`src/rtl/uart_tx_arbiter.sv`:
```
// -----------------------------------------------------------------------------
// uart_tx_arbiter
//
// Round-robin scheduler that shares one UART transmitter between NUM_REQ byte
// sources. Each source offers bytes on a valid/ready stream. The arbiter picks
// one winner and hands its byte to the transmitter with a one-cycle t_start
// pulse. It then waits for t_done_tick, or gives up after TIMEOUT_TICKS baud
// ticks and flags an error. Before the next grant it holds an idle gap of
// GAP_TICKS baud ticks.
//
// Ports
//   clk          system clock
//   reset        asynchronous, active-high reset
//   req_valid    per-requester "byte available"
//   req_data     requester i byte at [i*DATA_BITS +: DATA_BITS]
//   req_ready    one-hot, one-cycle pulse: byte of that requester accepted
//   s_tick       baud oversample tick, shared with the transmitter
//   t_done_tick  transmitter frame-complete pulse
//   t_start      one-cycle start pulse to the transmitter
//   tx_data      byte for the transmitter, held until the next grant
//   grant_id     index of the requester currently or last served
//   busy         high whenever the arbiter is not idle
//   timeout_err  one-cycle pulse when the transmitter never completed
//
// All outputs are registered. No combinational path runs from req_valid to
// req_ready.
// -----------------------------------------------------------------------------
module uart_tx_arbiter #(
    parameter int NUM_REQ       = 4,
    parameter int DATA_BITS     = 8,
    parameter int GAP_TICKS     = 16,
    parameter int TIMEOUT_TICKS = 256,
    localparam int ID_W         = $clog2(NUM_REQ)
) (
    input  logic                           clk,
    input  logic                           reset,
    input  logic [NUM_REQ-1:0]             req_valid,
    input  logic [NUM_REQ*DATA_BITS-1:0]   req_data,
    output logic [NUM_REQ-1:0]             req_ready,
    input  logic                           s_tick,
    input  logic                           t_done_tick,
    output logic                           t_start,
    output logic [DATA_BITS-1:0]           tx_data,
    output logic [ID_W-1:0]                grant_id,
    output logic                           busy,
    output logic                           timeout_err
);

    // One counter width serves both the gap and the timeout counter.
    localparam int CNT_MAX = (GAP_TICKS > TIMEOUT_TICKS) ? GAP_TICKS : TIMEOUT_TICKS;
    localparam int CNT_W   = (CNT_MAX < 1) ? 1 : $clog2(CNT_MAX + 1);

    localparam logic [CNT_W-1:0] GAP_LIM     = CNT_W'(GAP_TICKS);
    localparam logic [CNT_W-1:0] TIMEOUT_LIM = CNT_W'(TIMEOUT_TICKS);
    localparam logic [ID_W-1:0]  LAST_ID     = ID_W'(NUM_REQ - 1);

    typedef enum logic [1:0] {
        IDLE,
        WAIT_DONE,
        GAP
    } state_t;

    state_t             state_reg;
    logic [ID_W-1:0]    ptr_reg;
    logic [CNT_W-1:0]   tick_cnt_reg;
    logic [CNT_W-1:0]   gap_cnt_reg;

    // ------------------------------------------------------------------
    // Round-robin winner selection
    // ------------------------------------------------------------------
    logic [DATA_BITS-1:0] req_bytes [NUM_REQ];
    logic [NUM_REQ-1:0]   at_or_after;
    logic [NUM_REQ-1:0]   masked_valid;
    logic [NUM_REQ-1:0]   win_onehot;
    logic [ID_W-1:0]      win_id;
    logic                 win_found;
    logic [DATA_BITS-1:0] win_data;
    logic [ID_W-1:0]      ptr_next;

    generate
        for (genvar gi = 0; gi < NUM_REQ; gi++) begin : g_req
            assign req_bytes[gi]   = req_data[gi*DATA_BITS +: DATA_BITS];
            // Requesters at or above the pointer form the high-priority half.
            assign at_or_after[gi] = (ID_W'(gi) >= ptr_reg);
            assign win_onehot[gi]  = win_found && (win_id == ID_W'(gi));
        end
    endgenerate

    assign masked_valid = req_valid & at_or_after;

    // The lowest set bit of masked_valid is the first valid requester at or
    // after the pointer. If that half is empty, the search wraps to the lowest
    // set bit of the full valid vector. Loops run downward so the last hit is
    // the lowest index.
    always_comb begin
        win_found = 1'b0;
        win_id    = '0;
        for (int i = NUM_REQ - 1; i >= 0; i--) begin
            if (req_valid[i]) begin
                win_found = 1'b1;
                win_id    = ID_W'(i);
            end
        end
        for (int i = NUM_REQ - 1; i >= 0; i--) begin
            if (masked_valid[i]) begin
                win_id = ID_W'(i);
            end
        end
    end

    assign win_data = req_bytes[win_id];
    assign ptr_next = (win_id == LAST_ID) ? '0 : win_id + 1'b1;

    // ------------------------------------------------------------------
    // Tick counters. They saturate instead of wrapping.
    // ------------------------------------------------------------------
    logic [CNT_W-1:0] tick_next;
    logic [CNT_W-1:0] gap_next;

    always_comb begin
        tick_next = tick_cnt_reg;
        gap_next  = gap_cnt_reg;
        if (s_tick && (tick_cnt_reg != {CNT_W{1'b1}})) begin
            tick_next = tick_cnt_reg + 1'b1;
        end
        if (s_tick && (gap_cnt_reg != {CNT_W{1'b1}})) begin
            gap_next = gap_cnt_reg + 1'b1;
        end
    end

    // ------------------------------------------------------------------
    // Control FSM with registered outputs
    // ------------------------------------------------------------------
    always_ff @(posedge clk or posedge reset) begin
        if (reset) begin
            state_reg    <= IDLE;
            ptr_reg      <= '0;
            tick_cnt_reg <= '0;
            gap_cnt_reg  <= '0;
            req_ready    <= '0;
            t_start      <= 1'b0;
            tx_data      <= '0;
            grant_id     <= '0;
            busy         <= 1'b0;
            timeout_err  <= 1'b0;
        end else begin
            // Pulse outputs default low. tx_data and grant_id hold their value.
            req_ready   <= '0;
            t_start     <= 1'b0;
            timeout_err <= 1'b0;

            unique case (state_reg)
                IDLE: begin
                    if (win_found) begin
                        tx_data      <= win_data;
                        grant_id     <= win_id;
                        req_ready    <= win_onehot;
                        t_start      <= 1'b1;
                        ptr_reg      <= ptr_next;
                        tick_cnt_reg <= '0;
                        busy         <= 1'b1;
                        state_reg    <= WAIT_DONE;
                    end
                end

                WAIT_DONE: begin
                    // A tick in the same cycle as done is still counted. Done
                    // takes priority over a timeout in that same cycle.
                    tick_cnt_reg <= tick_next;
                    if (t_done_tick) begin
                        gap_cnt_reg <= '0;
                        state_reg   <= GAP;
                    end else if (tick_next >= TIMEOUT_LIM) begin
                        timeout_err <= 1'b1;
                        gap_cnt_reg <= '0;
                        state_reg   <= GAP;
                    end
                end

                GAP: begin
                    // With GAP_TICKS = 0 the check succeeds on the first
                    // cycle, so the gap lasts one clock.
                    if (gap_cnt_reg == GAP_LIM) begin
                        busy      <= 1'b0;
                        state_reg <= IDLE;
                    end else begin
                        gap_cnt_reg <= gap_next;
                    end
                end

                default: begin
                    busy      <= 1'b0;
                    state_reg <= IDLE;
                end
            endcase
        end
    end

endmodule

```
`config.mk`:
```
export PLATFORM = sky130hd
export DESIGN_NAME = uart_tx_arbiter
export DESIGN_NICKNAME = d
export VERILOG_FILES = /design/src/rtl/uart_tx_arbiter.sv
export SDC_FILE = /design/constraint.sdc
export NUM_CORES = 1
export LEC_CHECK = 0
export CORE_UTILIZATION = 44
export DETAILED_ROUTE_END_ITERATION = 10
export GPL_ROUTABILITY_DRIVEN = 0
export PLACE_DENSITY = 0.74
export SLEW_MARGIN = 30
export SYNTH_ARGS = -nofsm -noshare
export SYNTH_HDL_FRONTEND = slang
export SYNTH_SLANG_ARGS = --single-unit
export TNS_END_PERCENT = 1
```
`constraint.sdc`:
```
create_clock -name clk -period 2 [get_ports clk]
set_input_delay 0.4 -clock clk [delete_from_list [all_inputs] [get_ports clk]]
set_output_delay 0.4 -clock clk [all_outputs]
set_load 0.03 [all_outputs]
```
==> impl_metrics.ini, run 1 <==
[run_status]
outcome = finished, violations left
violations = negative setup slack

[synthesis]
synth.distinct_cells = 42
syn-cell-area_sq_mm = 0.002213
yosysWarnings = 0
ys_seq_area_frac = 0.4409
synth_ff_type = dfrtp_1
synthesis.nets = 272
synth_top_cell_by_area = dfrtp_1
synth_edf_count = 0
synth_top_area_frac = 0.4409
syn_inst = 223
async_flop_share = 1.000
synthTopCellsByArea = dfrtp_1 44%, ha_1 5.1%, mux2i_1 4.5%
synth-seq-cells = 39
yosysMostFrequentCell = dfrtp_1
syn_area_per_cell_sq_um = 9.925
synth_common_cells = 39 x dfrtp_1, 21 x nor2_1, 19 x nand2_1

[critical_path]
critPathLaunchType = flip-flop
worstSetupEndpointType = flip-flop
crit_chain = ha_2, nand3_2, nor2_4, ha_4, and3b_4, a211oi_4, a2bb2oi_4, buf_12, or3_1, a21oi_1
slowest_stage = dfrtp_1
worst-setup-path-type = flip-flop to flip-flop
worstPathArrival_ns = 2.30
path_max_fanout = 17
critPathMaxStageDelay_ns = 0.39
required_ns = 2.22

[floorplanning]
die_area_sq_mm = 0.005318
rows = 25
coreArea_sq_mm = 0.004786
die_w_um = 72.93
start_util = 0.4625
io_pins = 57
die_h_um = 72.93

[layout]
area_growth_pct = 47.31
antennaDiodeCount = 0
seq_area_sq_um = 975.9
fin_util = 0.6813
drive_gt1_frac = 0.2174
final_area_sq_mm = 0.003261
fill_cells = 395
multi_input_area_sq_mm = 0.001206
final_nets = 370

[clocking]
cts-root-buf = clkbuf_8
clkLatencyLatePin_ns = 0.30
cts_tree = done
cts.sinks = 39
cts_max_path_buffers = 2
htree_levels = 2
path_clk_slew_ns = 0.08
cts_made_buffers = 5
post_cts_buffers = 0

[global_routing]
grt_max_degree = 40
track_usage = 0.2191
grt_overflow_total = 0
grt_pass1_wl_um = 8914
antenna_found_initial = 0
grt_pass1_vias = 2005

[sta]
maxSlewHeadroom = 0.6745
finalSetupViolCount = 6
final.setup.tns_ns = -0.3086
rsz0062_at_grt = yes
setup_slack_ns = -0.07436
hold_violations = 0
period_needed_ns = 2.074
max_freq_mhz = 482.1
slew_violations = 0
timing.final.crit_share = 1.037
worstMarginPinSlew_ns = 0.4883
skew_ns = 0.007409

[pwr]
power_mw = 3.667
power_frac_seq = 0.318
p_int_mw = 2.163
leakage_nw = 1.445
switching_share = 0.4102
vdd_ir_drop_max_v = 0.0006457
clockPowerShare = 0.142
netSwitchingPower_mw = 1.504
p_per_area_mw_per_mm2 = 1125
power_frac_comb = 0.540

[route]
drc = 0
ant_nets = 0
totalWireLength_um = 5068
viasPerCell = 5.039
vias = 1960
dr.pass1.iters = 4
drt_iter0_drc = 102
drt-wirelength-per-cell_um = 13.03

[placement]
post_dp_cell_area_sq_mm = 0.003138
dp_hpwl_um = 3772
io_buffers = 56

[worst_hold_path]
hp-class = flip-flop to flip-flop

[job]
maxCapViolCount = 0
==> power by group through the flow <==
stage | Clock, mW | Combinational (mW) | Sequential [mW]
after floorplan | 0 | 0.907 | 1.44
after global placement | 0 | 1.95 | 1.17
after detailed placement | 0 | 1.98 | 1.18
after CTS | 0.534 | 1.98 | 1.17
after global routing | 0.562 | 2.17 | 1.20
final | 0.521 | 1.98 | 1.16
==> critical path: cells and delay by family (launching register included) <==
family | cells | cell delay, ns
flops | 1 | 0.39
buf+inv | 1 | 0.15
compound gates | 3 | 0.34
simple gates | 4 | 0.77
fa+ha+maj | 2 | 0.36
==> through the flow <==
step,setup slack (ns),hold slack (ns),instances
6_report,-0.07436,0.4852,389
5_1_grt,-0.1721,0.5338,389
4_1_cts,-0.1197,0.4901,389
3_5_place_dp,-0.2551,0.4674,381
3_3_place_gp,-0.2122,0.4626,381
2_1_floorplan,-0.02247,0.4446,223
==> cell families after synthesis <==
kind of cell / share of synthesized area
fa+ha+maj: 0.05088
buf+inv: 0.03618
compound gates: 0.1865
mux: 0.05031
flops: 0.4409
simple gates: 0.2352
==> routing by layer <==
layer  wire length (um)  vias up  global-route usage  share of wire
met5                  0        -                   0              0
met4                 66        0             0.06536          0.013
met3                282        6             0.07044          0.056
met2               2399       54              0.3562           0.47
met1               2319      901              0.2789           0.46
li1                   -      999                   -              -
==> area by class of cell <==
cell class              instances  area share
well taps                      67     0.02571
repair buffers                 97      0.2701
inverters                       8    0.009977
flip-flops and latches         39      0.2993
clock inverters                 1    0.001535
clock buffers                   7     0.02341
multi-input cells             170      0.3699
==> worst paths after layout <==
check | to | slack, ns | from | cells after the start
max in group asynchronous | req_ready[1]$_DFF_PP0_ | 1.14 | reset | 3
min in group asynchronous | grant_id[0]$_DFFE_PP0P_ | 0.51 | reset | 3
setup / recovery | gap_cnt_reg[4]$_DFFE_PP0P_ | -0.07 | tick_cnt_reg[1]$_DFFE_PP0P_ | 10
setup reg to reg | gap_cnt_reg[4]$_DFFE_PP0P_ | -0.07 | tick_cnt_reg[1]$_DFFE_PP0P_ | 10
hold / removal | grant_id[1]$_DFFE_PP0P_ | 0.49 | grant_id[1]$_DFFE_PP0P_ | 2
hold reg to reg | grant_id[1]$_DFFE_PP0P_ | 0.49 | grant_id[1]$_DFFE_PP0P_ | 2
==> cell usage in the layout (no fill, tap or decap), types with 2 or more instances in the layout <==
cell,netlist,routed
a21o_1,2,2
nand4_1,3,3
dfrtp_1,39,39
nand3_1,11,10
or3_1,6,5
clkdlybuf4s50_1,0,56
a21oi_1,13,10
o41ai_1,2,2
inv_1,7,7
o21ai_2,4,4
ha_1,9,7
nor2_1,21,19
clkbuf_1,1,2
a221oi_1,8,8
clkbuf_8,0,5
nor4b_1,2,2
and3_1,3,3
nor3_1,2,2
nand2_1,19,19
buf_4,1,40
o21a_1,2,2
a211oi_1,8,8
or3_4,1,2
nand2b_1,5,5
mux2i_1,10,10
a21oi_2,0,3
and2_1,13,13
o21ai_0,9,9
nor2b_1,5,4
==> repair_timing <==
action,in CTS,in global routing
endpoints found under the setup margin,7,17
pin swaps,4,2
gates resized for setup,1,9
hold buffers,0,0
No activity file was read; power rests on OpenSTA's default activity.
==> run 2, diff against run 1 <==
--- a/config.mk
+++ b/config.mk
@@ -5,10 +5,13 @@
 export SDC_FILE = /design/constraint.sdc
 export NUM_CORES = 1
 export LEC_CHECK = 0
-export CORE_UTILIZATION = 44
+export ABC_CLOCK_PERIOD_IN_PS = 2000
+export CORE_UTILIZATION = 46
+export CTS_BUF_LIST = sky130_fd_sc_hd__clkbuf_8
+export CTS_CLUSTER_DIAMETER = 150
 export DETAILED_ROUTE_END_ITERATION = 10
 export GPL_ROUTABILITY_DRIVEN = 0
-export PLACE_DENSITY = 0.74
+export PLACE_DENSITY = 0.77
 export SLEW_MARGIN = 30
 export SYNTH_ARGS = -nofsm -noshare
 export SYNTH_HDL_FRONTEND = slang
==> impl_metrics.ini, run 2 (synthesis results as in run 1) <==
[sta]
slew_violations = 0
skew_ns = 0.004852
rsz0062_at_grt = yes
setup_slack_ns = -0.09684
hold_slack_ns = 0.4942
hold_violations = 0
final.setup.tns_ns = -0.5434
period_needed_ns = 2.097
worstMarginPinSlew_ns = 0.4897
finalSetupViolCount = 8
max_freq_mhz = 476.9
timing.final.crit_share = 1.048
maxSlewHeadroom = 0.6735

[global_routing]
grt_overflow_total = 0
grt_pass1_vias = 2103
antenna_found_initial = 0
grt_max_degree = 40
grt_pass1_wl_um = 9211
track_usage = 0.2333

[clocking]
htree_levels = 2
path_clk_slew_ns = 0.08
cts_made_buffers = 5
cts_tree = done
cts.sinks = 39
holdBufCountCts = 0
clkLatencyLatePin_ns = 0.29
cts-root-buf = clkbuf_8
cts_max_path_buffers = 2

[route]
viasPerCell = 5.527
ant_nets = 0
drc = 0
vias = 2056
dr.pass1.iters = 4
drt_iter0_drc = 87
totalWireLength_um = 5443
drt-wirelength-per-cell_um = 14.63

[critical_path]
ff2ff_setup_slack_ns = -0.1
path_max_fanout = 6
worstPathArrival_ns = 2.32
worst-setup-path-type = flip-flop to flip-flop
reg2reg_from = tick_cnt_reg[1]$_DFFE_PP0P_
ff2ff_path_depth = 10
timing.rr.end = gap_cnt_reg[3]$_DFFE_PP0P_
worstSetupEndpointType = flip-flop
critPathLaunchType = flip-flop
required_ns = 2.22

[floorplanning]
io_pins = 57
rows = 24
start_util = 0.4947
die_w_um = 71.37
die_h_um = 71.37
coreArea_sq_mm = 0.004474
die_area_sq_mm = 0.005093

[layout]
drive_gt1_frac = 0.2094
final_nets = 368
antennaDiodeCount = 0
layout_commonest_cell = clkdlybuf4s50_1
area_growth_pct = 46.98
final_area_sq_mm = 0.003253
final_cell_mix = 56 x clkdlybuf4s50_1, 39 x dfrtp_1, 35 x buf_4, 19 x nand2_1, 19 x nor2_1

[pwr]
leakage_nw = 1.448
p_per_area_mw_per_mm2 = 1142
vdd_ir_drop_max_v = 0.0006460
power_mw = 3.716

[placement]
post-place-ws_ns = -0.1932
io_buffers = 56
dp_hpwl_um = 3838
post_dp_cell_area_sq_mm = 0.003074

[worst_hold_path]
hold_end = grant_id[0]$_DFFE_PP0P_
min_from = grant_id[0]$_DFFE_PP0P_
hp-class = flip-flop to flip-flop
whs_path_depth = 2

[run_status]
violations = negative setup slack
outcome = finished, violations left

[job]
maxCapViolCount = 0
run 2: cell count changes in the layout (fill, tap and decap cells not counted):
cell | before | now
inv_1 | 7 | 9
a2bb2oi_4 | 1 | 2
or3_1 | 5 | 6
buf_6 | 0 | 2
nor2b_4 | 0 | 1
nor2b_2 | 1 | 0
clkbuf_1 | 2 | 0
or3_4 | 2 | 1
buf_4 | 40 | 35
run 2: worst max-delay path: stages, from the launching register on:
cell,delay (ns)
dfrtp_1,0.39
ha_2,0.20
nand3_2,0.09
nor2_4,0.04
ha_4,0.16
and3b_4,0.31
a211oi_4,0.05
buf_6,0.13
a2bb2oi_4,0.18
or3_1,0.36
a21oi_1,0.13
run 2: worst max path at each step:
stage	start	endpoint	slack [ns]
global placement	s_tick	gap_cnt_reg[0]$_DFFE_PP0P_	-0.14
global route	tick_cnt_reg[1]$_DFFE_PP0P_	gap_cnt_reg[0]$_DFFE_PP0P_	-0.19
floorplan	tick_cnt_reg[1]$_DFFE_PP0P_	gap_cnt_reg[0]$_DFFE_PP0P_	-0.02
CTS	tick_cnt_reg[1]$_DFFE_PP0P_	gap_cnt_reg[0]$_DFFE_PP0P_	-0.14
finish	tick_cnt_reg[1]$_DFFE_PP0P_	gap_cnt_reg[3]$_DFFE_PP0P_	-0.1
detailed placement	req_valid[0]	tx_data[7]$_DFFE_PP0P_	-0.19
run 2: layout make-up:
cell class,instances,area (sq um)
inverters,8,32.53
well taps,52,65.06
repair buffers,94,865.8
fillers,327,1221
flip-flops and latches,39,975.9
clock inverters,3,12.51
multi-input cells,171,1232
clock buffers,5,68.82
run 2: stage by stage:
step,util,instances
2_1_floorplan,-,223
3_3_place_gp,0.6871,360
3_5_place_dp,0.6871,360
4_1_cts,0.7192,371
5_1_grt,0.7271,372
6_report,0.7271,372
run 2: what timing repair did:
action / 4_1_cts / 5_1_grt
buffers inserted: 2 / 1
gates resized for setup: 6 / 7
endpoints found under the setup margin: 9 / 11
pin swaps: 5 / 9
cloned: 1 / 0
run 2: layer usage:
metal / wire length (um) / vias to the layer above / track usage
li1: - / 1003 / -
met4: 80 / 0 / 0.07778
met2: 2666 / 65 / 0.3915
met1: 2412 / 980 / 0.2929
met3: 283 / 8 / 0.06188
met5: 0 / - / 0
run 2: power breakdown:
| part | internal, mW | total (mW) | switching, mW | leakage (nW) |
|---|---|---|---|---|
| Combinational | 0.929 | 2.04 | 1.11 | 0.896 |
| Clock | 0.235 | 0.509 | 0.275 | 0.0505 |
| Sequential | 1.01 | 1.17 | 0.163 | 0.502 |
| Total | 2.17 | 3.72 | 1.54 | 1.45 |
==> run 3, diff against run 2 <==
--- a/config.mk
+++ b/config.mk
@@ -11,7 +11,8 @@
 export CTS_CLUSTER_DIAMETER = 150
 export DETAILED_ROUTE_END_ITERATION = 10
 export GPL_ROUTABILITY_DRIVEN = 0
-export PLACE_DENSITY = 0.77
+export HOLD_SLACK_MARGIN = 0.05
+export PLACE_DENSITY_LB_ADDON = 0.3
 export SLEW_MARGIN = 30
 export SYNTH_ARGS = -nofsm -noshare
 export SYNTH_HDL_FRONTEND = slang
==> impl_metrics.ini, run 3 (synthesis results as in run 1) <==
[critical_path]
worst-setup-path-type = flip-flop to flip-flop
worstPathArrival_ns = 2.41
worstSetupEndpointType = flip-flop
path_max_fanout = 8
critPathMaxStageDelay_ns = 0.37
crit_chain = ha_2, nand3_2, nor2_4, ha_4, and3b_4, a211oi_4, a2bb2oi_4, buf_6, nor3_2, a21o_1
critPathLaunchType = flip-flop
required_ns = 2.18
slowest_stage = a211oi_4

[global_routing]
grt_overflow_total = 0
antenna_found_initial = 0
track_usage = 0.2178
grt_pass1_vias = 2023
grt_max_degree = 40
grt_pass1_wl_um = 8652

[pwr]
power_mw = 3.712
power_frac_seq = 0.316
p_int_mw = 2.200
p_per_area_mw_per_mm2 = 1142
netSwitchingPower_mw = 1.512
clockPowerShare = 0.129
power_frac_comb = 0.555
leakage_nw = 1.448
switching_share = 0.4074
vdd_ir_drop_max_v = 0.0006458

[route]
viasPerCell = 5.439
drt_iter0_drc = 122
vias = 2034
drc = 0
ant_nets = 0
drt-wirelength-per-cell_um = 14.11
dr.pass1.iters = 4
totalWireLength_um = 5276

[floorplanning]
die_w_um = 71.37
io_pins = 57
start_util = 0.4947
coreArea_sq_mm = 0.004474
rows = 24
die_h_um = 71.37
die_area_sq_mm = 0.005093

[clocking]
clkLatencyLatePin_ns = 0.29
cts_max_path_buffers = 2
cts-root-buf = clkbuf_8
cts.sinks = 39
cts_made_buffers = 5
cts_tree = done
path_clk_slew_ns = 0.07
htree_levels = 2

[sta]
hold_violations = 0
max_freq_mhz = 449.2
period_needed_ns = 2.226
hold_slack_ns = 0.4838
finalSetupViolCount = 9
slew_violations = 0
maxSlewHeadroom = 0.6661
worstMarginPinSlew_ns = 0.4990
skew_ns = 0.005890
rsz0062_at_grt = yes
timing.final.crit_share = 1.113
setup_slack_ns = -0.2264

[run_status]
violations = negative setup slack
outcome = finished, violations left

[layout]
fill_cells = 350
final_nets = 372
area_growth_pct = 46.86
multi_input_area_sq_mm = 0.001217
antennaDiodeCount = 0
layout_commonest_cell = clkdlybuf4s50_1
fin_cells = 374
final_cell_mix = 56 x clkdlybuf4s50_1, 39 x dfrtp_1, 39 x buf_4, 20 x nor2_1, 19 x nand2_1
seq_area_sq_um = 975.9
drive_gt1_frac = 0.2143

[placement]
dpl.cell_count = 365
dp_hpwl_um = 3846
post-place-ws_ns = -0.2035
io_buffers = 56

[job]
maxCapViolCount = 0

[worst_hold_path]
hp-class = flip-flop to flip-flop
## run 3: power groups by stage
stage               combinational [mW]  sequential (mW)  clock (mW)
floorplan                        0.907             1.44           0
finish                            2.06             1.17       0.478
global placement                  1.95             1.18           0
global route                      2.24             1.20       0.517
CTS                               2.02             1.17       0.488
detailed placement                2.00             1.18           0
## run 3: routing by layer
layer / GRT usage / share of wire
met1: 0.2591 / 0.43
met2: 0.3831 / 0.49
met3: 0.05767 / 0.055
met4: 0.07111 / 0.019
met5: 0 / 0
## run 3: worst paths after layout
check | slack (ns) | depth (start not counted) | from | endpoint
worst max-delay path | -0.23 | 10 | tick_cnt_reg[1]$_DFFE_PP0P_ | gap_cnt_reg[0]$_DFFE_PP0P_
worst min-delay path | 0.48 | 2 | grant_id[1]$_DFFE_PP0P_ | grant_id[1]$_DFFE_PP0P_
worst max register to register | -0.23 | 10 | tick_cnt_reg[1]$_DFFE_PP0P_ | gap_cnt_reg[0]$_DFFE_PP0P_
worst min register to register | 0.48 | 2 | grant_id[1]$_DFFE_PP0P_ | grant_id[1]$_DFFE_PP0P_
max in group asynchronous | 1.14 | 3 | reset | req_ready[0]$_DFF_PP0_
min in group asynchronous | 0.52 | 3 | reset | grant_id[0]$_DFFE_PP0P_
## run 3: layout make-up
| type | count | area share |
|---|---|---|
| Sequential cell | 39 | 0.3002 |
| Clock buffer | 5 | 0.02117 |
| Inverter | 8 | 0.01001 |
| Multi-Input combinational cell | 171 | 0.3745 |
| Timing Repair Buffer | 98 | 0.2729 |
| Clock inverter | 1 | 0.001155 |
| Tap cell | 52 | 0.02002 |
## run 3: timing repair
item	CTS	global route
cloned	1	0
pin swaps	1	4
resized for setup	1	10
hold buffers	0	0
setup buffers	0	2
setup endpoints to repair	8	13
## run 3: stage by stage
stage	setup TNS, ns	area [sq um]	utilization
global placement	-1.675	3099	0.6927
global route	-2.679	3251	0.7265
CTS	-0.6774	3189	0.7128
floorplan	-0.02247	2221	-
finish	-1.685	3251	0.7265
detailed placement	-2.511	3099	0.6927
## run 3: worst max-delay path: cells and delay by family, from the launching register on
kind | cells | cell delay, ns
compound gates | 3 | 0.81
simple gates | 4 | 0.43
fa+ha+maj | 2 | 0.39
flops | 1 | 0.36
buf+inv | 1 | 0.14
